File: config.mk
export PLATFORM = sky130hd
export DESIGN_NAME = cam_requester
export DESIGN_NICKNAME = d
export VERILOG_FILES = /design/src/rtl/cam_pkg.sv /design/src/rtl/cam_req_timer.sv /design/src/rtl/cam_requester.sv
export SDC_FILE = /design/constraint.sdc
export NUM_CORES = 1
export LEC_CHECK = 0
export CAP_MARGIN = 20
export CORE_ASPECT_RATIO = 1.2
export CORE_MARGIN = 3
export CORE_UTILIZATION = 44
export CTS_CLUSTER_SIZE = 30
export DETAILED_ROUTE_END_ITERATION = 10
export PLACE_DENSITY = 0.95
export REMOVE_ABC_BUFFERS = 1
export SYNTH_ARGS = -nofsm -noshare
export SYNTH_HDL_FRONTEND = slang
export SYNTH_SLANG_ARGS = --single-unit
File: constraint.sdc
create_clock -name clk -period 3.8 [get_ports clk]
set_input_delay 0.76 -clock clk [delete_from_list [all_inputs] [get_ports clk]]
set_output_delay 0.76 -clock clk [all_outputs]
set_load 0.02 [all_outputs]
File: src/rtl/cam_pkg.sv
// Shared types and default widths for the CAM command-side controller.
package cam_pkg;

  localparam int unsigned CamDwDefault      = 32;
  localparam int unsigned CamMwDefault      = 3;
  localparam int unsigned CamAwDefault      = 8;
  localparam int unsigned TimeoutCycDefault = 16;

  typedef enum logic [1:0] {
    OpWrite  = 2'd0,
    OpMask   = 2'd1,
    OpSearch = 2'd2,
    OpRsvd   = 2'd3
  } cam_op_e;

  typedef enum logic [2:0] {
    StIdle,
    StWrite,
    StMask,
    StSrch,
    StAck,
    StResp
  } cam_req_state_e;

endpackage

File: src/rtl/cam_req_timer.sv
// Saturating search-wait counter; expired_o flags the last allowed wait cycle.
module cam_req_timer #(
  parameter int unsigned TimeoutCyc = 16
) (
  input  logic clk,
  input  logic rst_n,
  input  logic clr_i,
  input  logic en_i,
  output logic expired_o
);

  localparam int unsigned CntW = $clog2(TimeoutCyc + 1);
  localparam logic [CntW-1:0] LastCnt = CntW'(TimeoutCyc - 1);
  localparam logic [CntW-1:0] SatCnt  = CntW'(TimeoutCyc);

  logic [CntW-1:0] cnt_q, cnt_d;

  always_comb begin
    cnt_d = cnt_q;
    if (clr_i) begin
      cnt_d = '0;
    end else if (en_i && (cnt_q != SatCnt)) begin
      cnt_d = cnt_q + 1'b1;
    end
  end

  always_ff @(posedge clk or negedge rst_n) begin
    if (!rst_n) begin
      cnt_q <= '0;
    end else begin
      cnt_q <= cnt_d;
    end
  end

  assign expired_o = (cnt_q == LastCnt);

endmodule

File: src/rtl/cam_requester.sv
// Command-side CAM controller: write / mask / search with one response per command.
// Search timeout is built only when CAM_REQ_TIMEOUT_EN is defined.
module cam_requester
  import cam_pkg::*;
#(
  parameter int unsigned CAM_DW      = CamDwDefault,
  parameter int unsigned CAM_MW      = CamMwDefault,
  parameter int unsigned CAM_AW      = CamAwDefault,
  parameter int unsigned TIMEOUT_CYC = TimeoutCycDefault
) (
  input  logic              clk,
  input  logic              rst_n,
  input  logic              cmd_valid,
  output logic              cmd_ready,
  input  logic [1:0]        cmd_op,
  input  logic [CAM_DW-1:0] cmd_data,
  input  logic [CAM_AW-1:0] cmd_addr,
  input  logic [CAM_MW-1:0] cmd_mask,
  input  logic [CAM_MW-1:0] cmd_strb,
  output logic              rsp_valid,
  input  logic              rsp_ready,
  output logic              rsp_hit,
  output logic              rsp_timeout,
  output logic [CAM_DW-1:0] rsp_data,
  output logic [CAM_AW-1:0] rsp_addr,
  output logic [CAM_DW-1:0] data_in,
  output logic [CAM_AW-1:0] addr_in,
  output logic              input_valid,
  output logic [CAM_MW-1:0] mask_in,
  output logic [CAM_MW-1:0] mask_strb,
  input  logic              hit,
  input  logic [CAM_DW-1:0] data_out,
  input  logic [CAM_AW-1:0] addr_out,
  output logic              data_valid
);

  if (TIMEOUT_CYC < 1) begin : g_bad_timeout
    $error("TIMEOUT_CYC must be at least 1");
  end

  cam_req_state_e state_q, state_d;

  logic              cmd_ready_q, input_valid_q, data_valid_q, rsp_valid_q;
  logic              rsp_hit_q, rsp_hit_d;
  logic [CAM_DW-1:0] rsp_data_q, rsp_data_d;
  logic [CAM_AW-1:0] rsp_addr_q, rsp_addr_d;
  logic [CAM_DW-1:0] data_in_q, data_in_d;
  logic [CAM_AW-1:0] addr_in_q, addr_in_d;
  logic [CAM_MW-1:0] mask_in_q, mask_in_d;
  logic [CAM_MW-1:0] mask_strb_q, mask_strb_d;

  logic    accept;
  cam_op_e op;
  logic    tmr_expired;

  assign accept = cmd_valid && cmd_ready_q;
  assign op     = cam_op_e'(cmd_op);

  always_comb begin
    state_d     = state_q;
    rsp_hit_d   = rsp_hit_q;
    rsp_data_d  = rsp_data_q;
    rsp_addr_d  = rsp_addr_q;
    data_in_d   = data_in_q;
    addr_in_d   = addr_in_q;
    mask_in_d   = mask_in_q;
    mask_strb_d = mask_strb_q;

    unique case (state_q)
      StIdle: begin
        if (accept) begin
          // A timed-out search must report zero data, so clear on every accept.
          rsp_data_d = '0;
          rsp_addr_d = '0;
          unique case (op)
            OpWrite: begin
              state_d   = StWrite;
              data_in_d = cmd_data;
              addr_in_d = cmd_addr;
            end
            OpMask: begin
              state_d     = StMask;
              mask_in_d   = cmd_mask;
              mask_strb_d = cmd_strb;
            end
            OpSearch: begin
              state_d   = StSrch;
              data_in_d = cmd_data;
            end
            OpRsvd: state_d = StResp;
          endcase
        end
      end
      StWrite, StMask, StAck: state_d = StResp;
      StSrch: begin
        if (hit) begin
          state_d    = StAck;
          rsp_hit_d  = 1'b1;
          rsp_data_d = data_out;
          rsp_addr_d = addr_out;
        end else if (tmr_expired) begin
          state_d = StResp;
        end
      end
      StResp: begin
        if (rsp_ready) begin
          state_d   = StIdle;
          rsp_hit_d = 1'b0;
        end
      end
      default: state_d = StIdle;
    endcase
  end

  // Handshake strobes are registered from the next state so they line up with it.
  always_ff @(posedge clk or negedge rst_n) begin
    if (!rst_n) begin
      state_q       <= StIdle;
      cmd_ready_q   <= 1'b0;
      input_valid_q <= 1'b0;
      data_valid_q  <= 1'b0;
      rsp_valid_q   <= 1'b0;
      rsp_hit_q     <= 1'b0;
      rsp_data_q    <= '0;
      rsp_addr_q    <= '0;
      data_in_q     <= '0;
      addr_in_q     <= '0;
      mask_in_q     <= '0;
      mask_strb_q   <= '0;
    end else begin
      state_q       <= state_d;
      cmd_ready_q   <= (state_d == StIdle);
      input_valid_q <= (state_d == StWrite);
      data_valid_q  <= (state_d == StAck);
      rsp_valid_q   <= (state_d == StResp);
      rsp_hit_q     <= rsp_hit_d;
      rsp_data_q    <= rsp_data_d;
      rsp_addr_q    <= rsp_addr_d;
      data_in_q     <= data_in_d;
      addr_in_q     <= addr_in_d;
      mask_in_q     <= mask_in_d;
      mask_strb_q   <= mask_strb_d;
    end
  end

`ifdef CAM_REQ_TIMEOUT_EN
  logic rsp_timeout_q;

  cam_req_timer #(
    .TimeoutCyc(TIMEOUT_CYC)
  ) u_timer (
    .clk      (clk),
    .rst_n    (rst_n),
    .clr_i    (accept && (op == OpSearch)),
    .en_i     (state_q == StSrch),
    .expired_o(tmr_expired)
  );

  always_ff @(posedge clk or negedge rst_n) begin
    if (!rst_n) begin
      rsp_timeout_q <= 1'b0;
    end else if ((state_q == StSrch) && !hit && tmr_expired) begin
      rsp_timeout_q <= 1'b1;
    end else if ((state_q == StResp) && rsp_ready) begin
      rsp_timeout_q <= 1'b0;
    end
  end

  assign rsp_timeout = rsp_timeout_q;
`else
  assign tmr_expired = 1'b0;
  assign rsp_timeout = 1'b0;
`endif

  assign cmd_ready   = cmd_ready_q;
  assign input_valid = input_valid_q;
  assign data_valid  = data_valid_q;
  assign rsp_valid   = rsp_valid_q;
  assign rsp_hit     = rsp_hit_q;
  assign rsp_data    = rsp_data_q;
  assign rsp_addr    = rsp_addr_q;
  assign data_in     = data_in_q;
  assign addr_in     = addr_in_q;
  assign mask_in     = mask_in_q;
  assign mask_strb   = mask_strb_q;

endmodule

# Word-level counts from Yosys, hierarchy flattened
# Cells that the tools add are included.
[op_classes]
magnitude_cmp = 0
n_mux = 14
bitwise_logic = 0
multipliers = 0
n_eq_ne = 14
addsub = 0
div = 0
n_reduce_logical = 13
shifts = 0
[op_table]
columns = ["op", "count"]
rows = [
  ["$mux 32", 2],
  ["$pmux 32 s2", 1],
  ["$pmux 3 s4", 2],
  ["$mux 8", 2],
  ["$pmux 8 s2", 1],
  ["$reduce_and 3->1", 5],
  ["$eq 3x3->1 const B", 4],
  ["$mux 3", 3],
  ["$eq 3x1->1 const B", 2],
  ["$eq 3x2->1 const B", 2],
  ["$logic_not 3->1", 2],
  ["$ne 2x2->1 const B", 3],
  ["$eq 2x2->1 const B", 2],
  ["$reduce_bool 2->1", 2],
  ["$reduce_or 3->1", 1],
  ["$eq 2x1->1 const B", 1],
  ["$logic_not 2->1", 1],
  ["$mux 1", 2],
  ["$pmux 1 s2", 1],
  ["$reduce_or 2->1", 1],
  ["$logic_and 1x1->1", 1],
]
[word_totals]
ramBits = 0
n_memories = 0
latchBits = 0
output_inout_bits = 92
mem_bits_ro = 0
regBits = 94
wordCells = 53
input_bits = 93

# Longest topological paths before layout
# Gate-level depths: netlist of run 1.
[depth]
ltp_word = 5
mapped_depth = 7
mapped_depth_nobuf = 4

# Worst setup path before layout of run 1
# OpenSTA, ideal clock, no wires.
[synth_timing]
path_kind = "input to register"
from = "input cmd_op[0]"
to = "register data_in_q[10] (netlist: data_in[10])"
required_ps = 3672
slack_ps = 1914
cell_stages = 5
arrival_time_ps = 1758
cell_sequence = "inv_1 > ha_1 > o21ai_2 > buf_6 > mux2_1"
[synth_via]
elab_chain_cells = 3
word_cells_on_any_way = 4
[synth_lines]
columns = ["item", "line_no", "source"]
rows = [
  ["start, declared", "cam_requester.sv:15", "input logic [1:0] cmd_op,"],
  ["$eq 2x2->1 / $logic_not 2->1 (equally long branches)", "cam_requester.sv:75", "unique case (op)"],
  ["$reduce_or 2->1 (no source line) *", "-", ""],
  ["$reduce_and 3->1 (no source line) *", "-", ""],
  ["end signal, assigned", "cam_requester.sv:139", "data_in_q <= data_in_d;"],
  ["end, declared", "cam_requester.sv:47", "logic [CAM_DW-1:0] data_in_q, data_in_d;"],
]
# Mark *: on every way between the ends. The rest lies on a longest branch, timed or not.
# A chain may end at the register's enable or synchronous reset.

# Worst setup path in the final report of run 1
[layout_timing]
from = "input cmd_valid"
to = "register rsp_data_q[17] (netlist: rsp_data[17])"
[layout_via]
elab_chain_cells = 3
[layout_lines]
columns = ["item", "line_no", "source"]
rows = [
  ["start, declared", "cam_requester.sv:13", "input logic cmd_valid,"],
  ["$logic_and 1x1->1", "cam_requester.sv:56", "assign accept = cmd_valid && cmd_ready_q;"],
  ["$ne 2x2->1 (no source line)", "-", ""],
  ["$reduce_and 3->1 (no source line)", "-", ""],
  ["end signal, assigned", "cam_requester.sv:137", "rsp_data_q <= rsp_data_d;"],
  ["end, declared", "cam_requester.sv:45", "logic [CAM_DW-1:0] rsp_data_q, rsp_data_d;"],
]
# Every way passes these cells.

==> metrics.yaml, run 1 <==
outcome: "completed"
hold_violations: 0
cts_resized: 0
synth.yosys.seq_area_share_pct: 62.3
final_cell_area_um2: 5910
die_x_um: 90.6
clkTransAtPathRegs_ns: 0.09
synth_top_area_share_pct: 62.3
yosys.area.top_type: "dfrtp_1"
wl_mm: 9.86
fin_crit_sh_pct: 65.5
post_dp_cell_area_um2: 5660
finalSetupTns_ns: 0
synth_cells: 320
rsz0062_at_grt: "false"
area_growth_pct: 56.3
drt_iter0_markers: 73
final_util_pct: 71.6
route.detailed.drc: 0
gr-total-overflow: 0
power.density_nw_per_um2: 572
cts_buffer_depth: 2
dp_hpwl_mm: 7.41
worstPathMaxFanout: 21
post_drt_wl_per_cell_um: 16.0
cts-root-buf: "clkbuf_8"
numPortBuffers: 183
final_max_slew_viol_count: 0
initial_core_util_pct: 45.8
clock.fmax_ghz: 0.402
ir_drop_mv: 0.295
clock_latency_ns: 0.34
instances_no_fill: 617
arrival_ns: 2.73
final_nets: 597
io-pin-count: 185
ys_ff_latch: 94
tritoncts.num_buffers: 9
end_kind: "flip-flop"
coreArea_um2: 8240
htree_levels: 3
via_per_inst: 4.90
grt_max_degree: 95
crit_type: "in2reg"
yosysWarnings: 0
grt_pass1_wl_mm: 15.6
maxCapViolations: 0
hold_path.class: "in2async"
min_period_ns: 2.49
drive_above_1_share_pct: 7.75
antenna_found_initial: 0
grt_pass1_vias: 3183
dp.cells: 601
clock-sinks: 94
p_leak_uw: 0.00285
synthesis.area_um2: 3780
cts_tree: "yes"
dr.pass1.iters: 4
post-cts-setup-buffer-count: 0
n_antenna_cell: 0
die_area_um2: 9740
required_ns: 4.04
drtAntennaViolNets: 0
mostFrequentLayoutCells: "clkdlybuf4s50_1 (182), dfrtp_1 (94), nand2_1 (88)"
ys_types: 32
setup-violations-final: 0
fin_skew_ns: 0.0118
rows: 36
chipHeight_um: 108
layout_commonest_cell: "clkdlybuf4s50_1"
synth_area_per_cell_um2: 11.8
track_usage_pct: 20.4
synth_area_leaders: "dfrtp_1 (62%), mux2_1 (8.9%), nand2_1 (8.7%)"
vias: 3024
tightest_slew_ns: 0.807
cts.hold.buffers_added: 0
relSlewSlack_pct: 46.0
crit_path_start_kind: "primary input"
place.gp.congestion: 0.852
## metrics by stage
step           hold WS (ns)  setup WS [ns]  total power, µW
2_1_floorplan         0.464           1.33             1980
3_3_place_gp          0.472           1.06             2650
3_5_place_dp          0.481          0.949             2700
4_1_cts               0.497           1.33             3410
5_1_grt               0.387           1.19             3530
6_report              0.373           1.31             3380
## state kept, by name (all words and copies together) (netlist names)
| name | count |
|---|---|
| data_in | 32 |
| rsp_data | 32 |
| addr_in | 8 |
| rsp_addr | 8 |
| mask_in | 3 |
| mask_strb | 3 |
| state_q | 3 |
| cmd_ready | 1 |
| data_valid | 1 |
| input_valid | 1 |
| rsp_hit | 1 |
| rsp_valid | 1 |
## per-layer routing
metal	share of wire [%]	vias up	track usage, %
met2	53	125	36.8
met4	2.2	0	9.08
met3	6.4	18	4.90
met1	38	1460	22.9
met5	0	-	0
li1	-	1421	-
## cell type report
type / count / area (µm²)
timing repair buffer: 188 / 1890
fill: 581 / 2340
sequential: 94 / 2350
clock buffer: 12 / 145
tap: 114 / 143
multi-input combinational: 203 / 1300
clock inverter: 3 / 68.8
inverter: 3 / 11.3
## synthesized netlist by cell type, drive strengths merged
library cell	count
dfrtp	94
nand2	88
mux2	46
nand3	42
buf	15
clkbuf	5
ha	5
inv	3
a21oi	2
nor3b	2
o21ai	2
o22ai	2
a21boi	1
a31oi	1
a32o	1
and3	1
and3b	1
conb	1
nand2b	1
nor2	1
nor2b	1
nor3	1
nor4	1
o2bb2ai	1
or3	1
or4	1
## worst max-delay path: stages
cell and delay (ns):
clkdlybuf4s50_1 0.49, nand2_1 0.10, or4_1 0.80, buf_4 0.37
nand3_1 0.11, nand2_1 0.08
## power by group
part | internal [µW] | switching (µW) | total [µW]
clock network | 387 | 320 | 707
registers | 1260 | 154 | 1410
logic | 664 | 595 | 1260
total | 2310 | 1070 | 3380
## final timing paths
check	startpoint	end	slack [ns]	cells past startpoint
min	rst_n	mask_in[2]$_DFFE_PN0P_	0.37	1
min in group clk	data_in[26]$_DFFE_PN0P_	data_in[26]$_DFFE_PN0P_	0.49	1
max in group asynchronous	rst_n	rsp_data[0]$_DFFE_PN0P_	2.79	2
max reg2reg	state_q[0]$_DFF_PN0_	rsp_data[17]$_DFFE_PN0P_	1.61	5
min reg2reg	data_in[26]$_DFFE_PN0P_	data_in[26]$_DFFE_PN0P_	0.49	1
max	cmd_valid	rsp_data[17]$_DFFE_PN0P_	1.31	6
## kinds of logic (layout without fill, tap and decap cells)
logic type	Yosys count	count (layout)	share of synthesized area [%]
and+or+nand+nor	141	141	16.7
other	1	1	0.0993
muxes	46	46	13.7
AOI/OAI and AO/OA	10	10	2.19
DFF	94	94	62.3
buffers and inverters	23	206	3.35
adders and majority gates	5	5	1.66
No activity file was read; power rests on OpenSTA's default activity.
==> inputs of run 2 (changes only) <==
- CORE_UTILIZATION: 44 -> 37
- PLACE_DENSITY: 0.95 -> 0.86
- clock period: 3.8 -> 2.28 ns (I/O delays scaled with it)
==> run 2 against run 1 <==
  * Clock-buffer cell count is 2 lower
  * Clock power is 150% higher
  * Sequential power up 67%
  * Cell count rose by 1.6%
  * Routed wire length increased by 0.32%
  * Critical path depth is the same
  * Sequential share of layout area decreased by 1.0 points
  * Register-to-register slack got worse by 1.1 ns
  * Worst setup slack got worse by 0.91 ns
  * Cell area grew 2.7%
==> metrics.yaml, run 2 (synthesized netlist as in run 1, its figures left out) <==
numPortBuffers: 183
gr-total-overflow: 0
n_antenna_cell: 0
path_depth: 6
cpPeakStageDelay_ns: 0.54
htree_levels: 3
layout_commonest_cell: "clkdlybuf4s50_1"
crit_buf_inv: 3
track_usage_pct: 17.5
initial_core_util_pct: 38.7
worstSetupEndpoint: "data_in[16]$_DFFE_PN0P_"
fin_crit_sh_pct: 82.6
required_ns: 2.49
rrSetupSlack_ns: 0.52
post-cts-setup-buffer-count: 0
crit_start: "cmd_op[0]"
outcome: "completed"
setup-violations-final: 0
critPathSlowestCell: "clkdlybuf4s50_1"
clock_latency_ns: 0.33
p_leak_uw: 0.00292
drt_iter0_markers: 81
die_area_um2: 11500
via_per_inst: 4.83
clkTransAtPathRegs_ns: 0.07
dr.pass1.iters: 4
p_seq_share_pct: 38.0
rsz0062_at_grt: "false"
crit_chain: "clkdlybuf4s50_1 > inv_1 > ha_1 > o21ai_2 > buf_12 > mux2_1"
grt_pass1_vias: 3320
combPwrFrac_pct: 33.9
relSlewSlack_pct: 65.5
final_nets: 597
fin_hold_ws_ns: 0.144
maxCapViolations: 0
wl_mm: 9.89
r2r-end: "rsp_data[13]$_DFFE_PN0P_"
grt_pass1_wl_mm: 16.0
p_sw_uw: 1890
tightest_slew_ns: 0.517
critPathTopFamily: "buffers and inverters"
power.density_nw_per_um2: 1020
clock.fmax_ghz: 0.531
hold_violations: 0
dp_hpwl_mm: 7.27
cts-root-buf: "clkbuf_16"
post_drt_wl_per_cell_um: 15.8
p_clk_share_pct: 28.1
post_dp_cell_area_um2: 5710
nFillCells: 761
cts.hold.buffers_added: 0
r2r-start: "state_q[1]$_DFF_PN0_"
coreArea_um2: 9760
chipHeight_um: 117
die_x_um: 98.2
rr_worst_depth: 4
vias: 3029
clock-sinks: 94
cts_tree: "yes"
hold_path.class: "in2async"
crit_type: "in2reg"
drtAntennaViolNets: 0
p_int_uw: 4320
ir_drop_mv: 0.465
power_switching_share_pct: 30.4
final_max_slew_viol_count: 0
cts_buffer_depth: 2
end_kind: "flip-flop"
drive_above_1_share_pct: 8.33
io-pin-count: 185
antenna_found_initial: 0
grt_max_degree: 95
finalSetupTns_ns: 0
crit_path_start_kind: "primary input"
arrival_ns: 2.10
final_cell_area_um2: 6060
route.detailed.drc: 0
min_period_ns: 1.88
tritoncts.num_buffers: 9
mostFrequentLayoutCells: "clkdlybuf4s50_1 (182), dfrtp_1 (94), nand2_1 (88)"
worstPathMaxFanout: 32
area_growth_pct: 60.5
place.gp.congestion: 0.814
rows: 39
cts_resized: 0
fin_skew_ns: 0.00800
## run 2: cell types whose count changed in the layout (fill, tap and decap cells not counted)
| cell | before | now |
|---|---|---|
| bufinv_16 | 2 | 3 |
| clkbuf_1 | 2 | 0 |
| inv_6 | 0 | 2 |
| buf_4 | 5 | 4 |
| buf_12 | 0 | 2 |
| buf_16 | 1 | 0 |
| clkbuf_8 | 10 | 1 |
| clkbuf_16 | 0 | 9 |
## run 2: how the worst min path moves through the flow
stage / from / endpoint / slack (ns) / cells past startpoint
floorplan: rst_n / addr_in[0]$_DFFE_PN0P_ / 0.16 / 0
global placement: data_in[20]$_DFFE_PN0P_ / data_in[20]$_DFFE_PN0P_ / 0.47 / 1
detailed placement: data_in[18]$_DFFE_PN0P_ / data_in[18]$_DFFE_PN0P_ / 0.48 / 1
CTS: rst_n / data_in[14]$_DFFE_PN0P_ / 0.19 / 2
global route: rst_n / data_in[14]$_DFFE_PN0P_ / 0.20 / 2
finish: rst_n / data_in[28]$_DFFE_PN0P_ / 0.14 / 2
## run 2: per-layer routing
| metal | track usage (%) | share of wire [%] | vias to the layer above |
|---|---|---|---|
| met3 | 7.23 | 10 | 10 |
| li1 | - | - | 1428 |
| met5 | 0 | 0 | - |
| met1 | 19.8 | 38 | 1450 |
| met2 | 30.3 | 50 | 141 |
| met4 | 5.56 | 1.1 | 0 |
## run 2: worst reg2reg max path, stage by stage, from the launching register on
cell and delay (ns):
dfrtp_1 0.50, or4_1 0.62, buf_4 0.30, nand3_1 0.17
nand2_1 0.06
## run 2: layout make-up
type,count,area [µm²],share of cell area [%]
Clock buffer,10,239,3.94
Clock inverter,6,116,1.92
Tap cell,123,154,2.54
Multi-Input combinational cell,203,1300,21.4
Timing Repair Buffer,188,1890,31.2
Sequential cell,94,2350,38.8
Inverter,3,11.3,0.186
## run 2: power groups by stage
stage | combinational [µW] | sequential (µW) | clock (µW)
floorplan | 430 | 2870 | 0
global placement | 2060 | 2360 | 0
detailed placement | 2130 | 2390 | 0
CTS | 2130 | 2360 | 1780
global route | 2230 | 2420 | 1850
finish | 2100 | 2360 | 1740
## run 2: stage by stage
stage	setup slack (ns)	instances	power, µW	util [%]
after floorplan	0.110	300	3300	-
after global placement	0.112	611	4420	58.5
after detailed placement	0.0351	611	4520	58.5
after CTS	0.400	627	6280	62.1
after global routing	0.308	627	6500	62.1
final	0.396	627	6200	62.1
==> inputs of run 3 (changes only) <==
- CORE_UTILIZATION: 37 -> 40
- PLACE_DENSITY: 0.86 -> 0.88
- clock period: 2.28 -> 1.9 ns (I/O delays scaled with it)
==> run 3 against run 2 <==
  * Via count rose by 0.96%
  * Critical path type is now reg2out
  * Combinational power increased by 21%
  * Largest cell class unchanged
  * Clock skew grew 0.0021 ns
  * Routed wire length is 1.0% lower
  * Critical path depth is 5 lower
  * Global-route usage increased by 1.2 points
==> metrics.yaml, run 3 (synthesized netlist as in run 1, its figures left out) <==
outcome: "completed"
setup-violations-final: 0
drt_iter0_markers: 116
grtUsageMet1_pct: 21.1
wl_mm: 9.79
drive_above_1_share_pct: 9.73
pre_cts_ws_ns: -0.175
met2_usage_pct: 33.3
crit_type: "reg2out"
initial_core_util_pct: 41.4
required_ns: 1.52
final_max_slew_viol_count: 0
cpPeakStageDelay_ns: 0.64
mostFrequentLayoutCells: "clkdlybuf4s50_1 (182), dfrtp_1 (94), nand2_1 (88)"
n_antenna_cell: 0
final_util_pct: 65.9
rsz0062_at_grt: "false"
dp_hpwl_mm: 7.48
p_leak_uw: 0.00290
grt_pass1_vias: 3157
min_period_ns: 1.74
clock-sinks: 94
power_uw: 6700
cts_buffer_depth: 2
final_nets: 607
coreArea_um2: 9130
grt_pass1_wl_mm: 15.5
end_kind: "output port"
cts_resized: 0
antenna_found_initial: 0
track_usage_pct: 18.7
worstPathMaxFanout: 2
dr.pass1.iters: 4
use_met3_pct: 4.62
area_growth_pct: 59.4
grt-busiest-layer: "met2"
power_switching_share_pct: 32.6
die_area_um2: 10700
arrival_ns: 1.36
power.density_nw_per_um2: 1110
layout_setup_ws_ns: 0.160
combPwrFrac_pct: 38.1
clkTransAtPathRegs_ns: 0.09
clock_latency_ns: 0.34
grt_max_degree: 55
layout_commonest_cell: "clkdlybuf4s50_1"
htree_levels: 3
cts_tree: "yes"
cts.hold.buffers_added: 1
fin_hold_ws_ns: 0.494
critPathTopFamily: "buffers and inverters"
ir_drop_mv: 0.502
fin_skew_ns: 0.0101
vias: 3058
clock.fmax_ghz: 0.575
hold_violations: 0
nFillCells: 694
place.gp.congestion: 0.719
rows: 38
maxCapViolations: 0
p_seq_share_pct: 42.4
crit_chain: "clkdlybuf4s50_1"
tritoncts.num_buffers: 9
hold_path.class: "reg2reg"
p_int_uw: 4520
p_clk_share_pct: 19.5
fin_crit_sh_pct: 91.6
die_x_um: 94.7
gr-total-overflow: 0
critPathSlowestCell: "clkdlybuf4s50_1"
route.detailed.drc: 0
via_per_inst: 4.82
crit_path_start_kind: "flip-flop"
numPortBuffers: 183
crit_buf_inv: 1
post_drt_wl_per_cell_um: 15.4
post-cts-setup-buffer-count: 0
io-pin-count: 185
drtAntennaViolNets: 0
chipHeight_um: 112
cts-root-buf: "clkbuf_8"
p_sw_uw: 2180
finalSetupTns_ns: 0
==> run 3: worst reg2reg max path, delay by kind of cell (launching register included) <==
family | cells | cell delay (ns)
and+or+nand+nor | 3 | 0.86
buffers and inverters | 1 | 0.23
DFF | 1 | 0.48
==> run 3: area by class of cell <==
| cell class | count | area [µm²] | share of cell area [%] |
|---|---|---|---|
| clock inverters | 5 | 58.8 | 0.977 |
| inverters | 3 | 11.3 | 0.187 |
| multi-input cells | 203 | 1300 | 21.6 |
| flip-flops and latches | 94 | 2350 | 39.1 |
| repair buffers | 198 | 2010 | 33.3 |
| well taps | 120 | 150 | 2.49 |
| clock buffers | 11 | 141 | 2.35 |
==> run 3: final timing paths <==
path,start,cells past startpoint,slack [ns],endpoint
worst max-delay path,data_in[29]$_DFFE_PN0P_,1,0.16,data_in[29]
min in group asynchronous,rst_n,2,0.50,state_q[2]$_DFF_PN0_
worst min register to register,data_in[20]$_DFFE_PN0P_,1,0.49,data_in[20]$_DFFE_PN0P_
worst max register to register,state_q[0]$_DFF_PN0_,4,0.23,rsp_data[25]$_DFFE_PN0P_
worst min-delay path,data_in[20]$_DFFE_PN0P_,1,0.49,data_in[20]$_DFFE_PN0P_
max in group asynchronous,rst_n,3,0.82,rsp_addr[6]$_DFFE_PN0P_
==> run 3: power by group through the flow <==
stage | registers, µW | logic [µW] | clock network (µW)
2_1_floorplan | 3450 | 516 | 0
3_3_place_gp | 2850 | 2510 | 0
3_5_place_dp | 2880 | 2580 | 0
4_1_cts | 2850 | 2590 | 1340
5_1_grt | 2900 | 2700 | 1430
6_report | 2840 | 2550 | 1310
==> run 3: through the flow <==
stage | cells | cell area (µm²)
after floorplan | 300 | 3660
after global placement | 617 | 5810
after detailed placement | 617 | 5810
after CTS | 634 | 6020
after global routing | 634 | 6020
final | 634 | 6020
==> run 3: layer usage <==
| layer | vias to the layer above | wire (µm) |
|---|---|---|
| met1 | 1467 | 3670 |
| met4 | 0 | 220 |
| met3 | 17 | 825 |
| met5 | - | 0 |
| li1 | 1436 | - |
| met2 | 138 | 5080 |
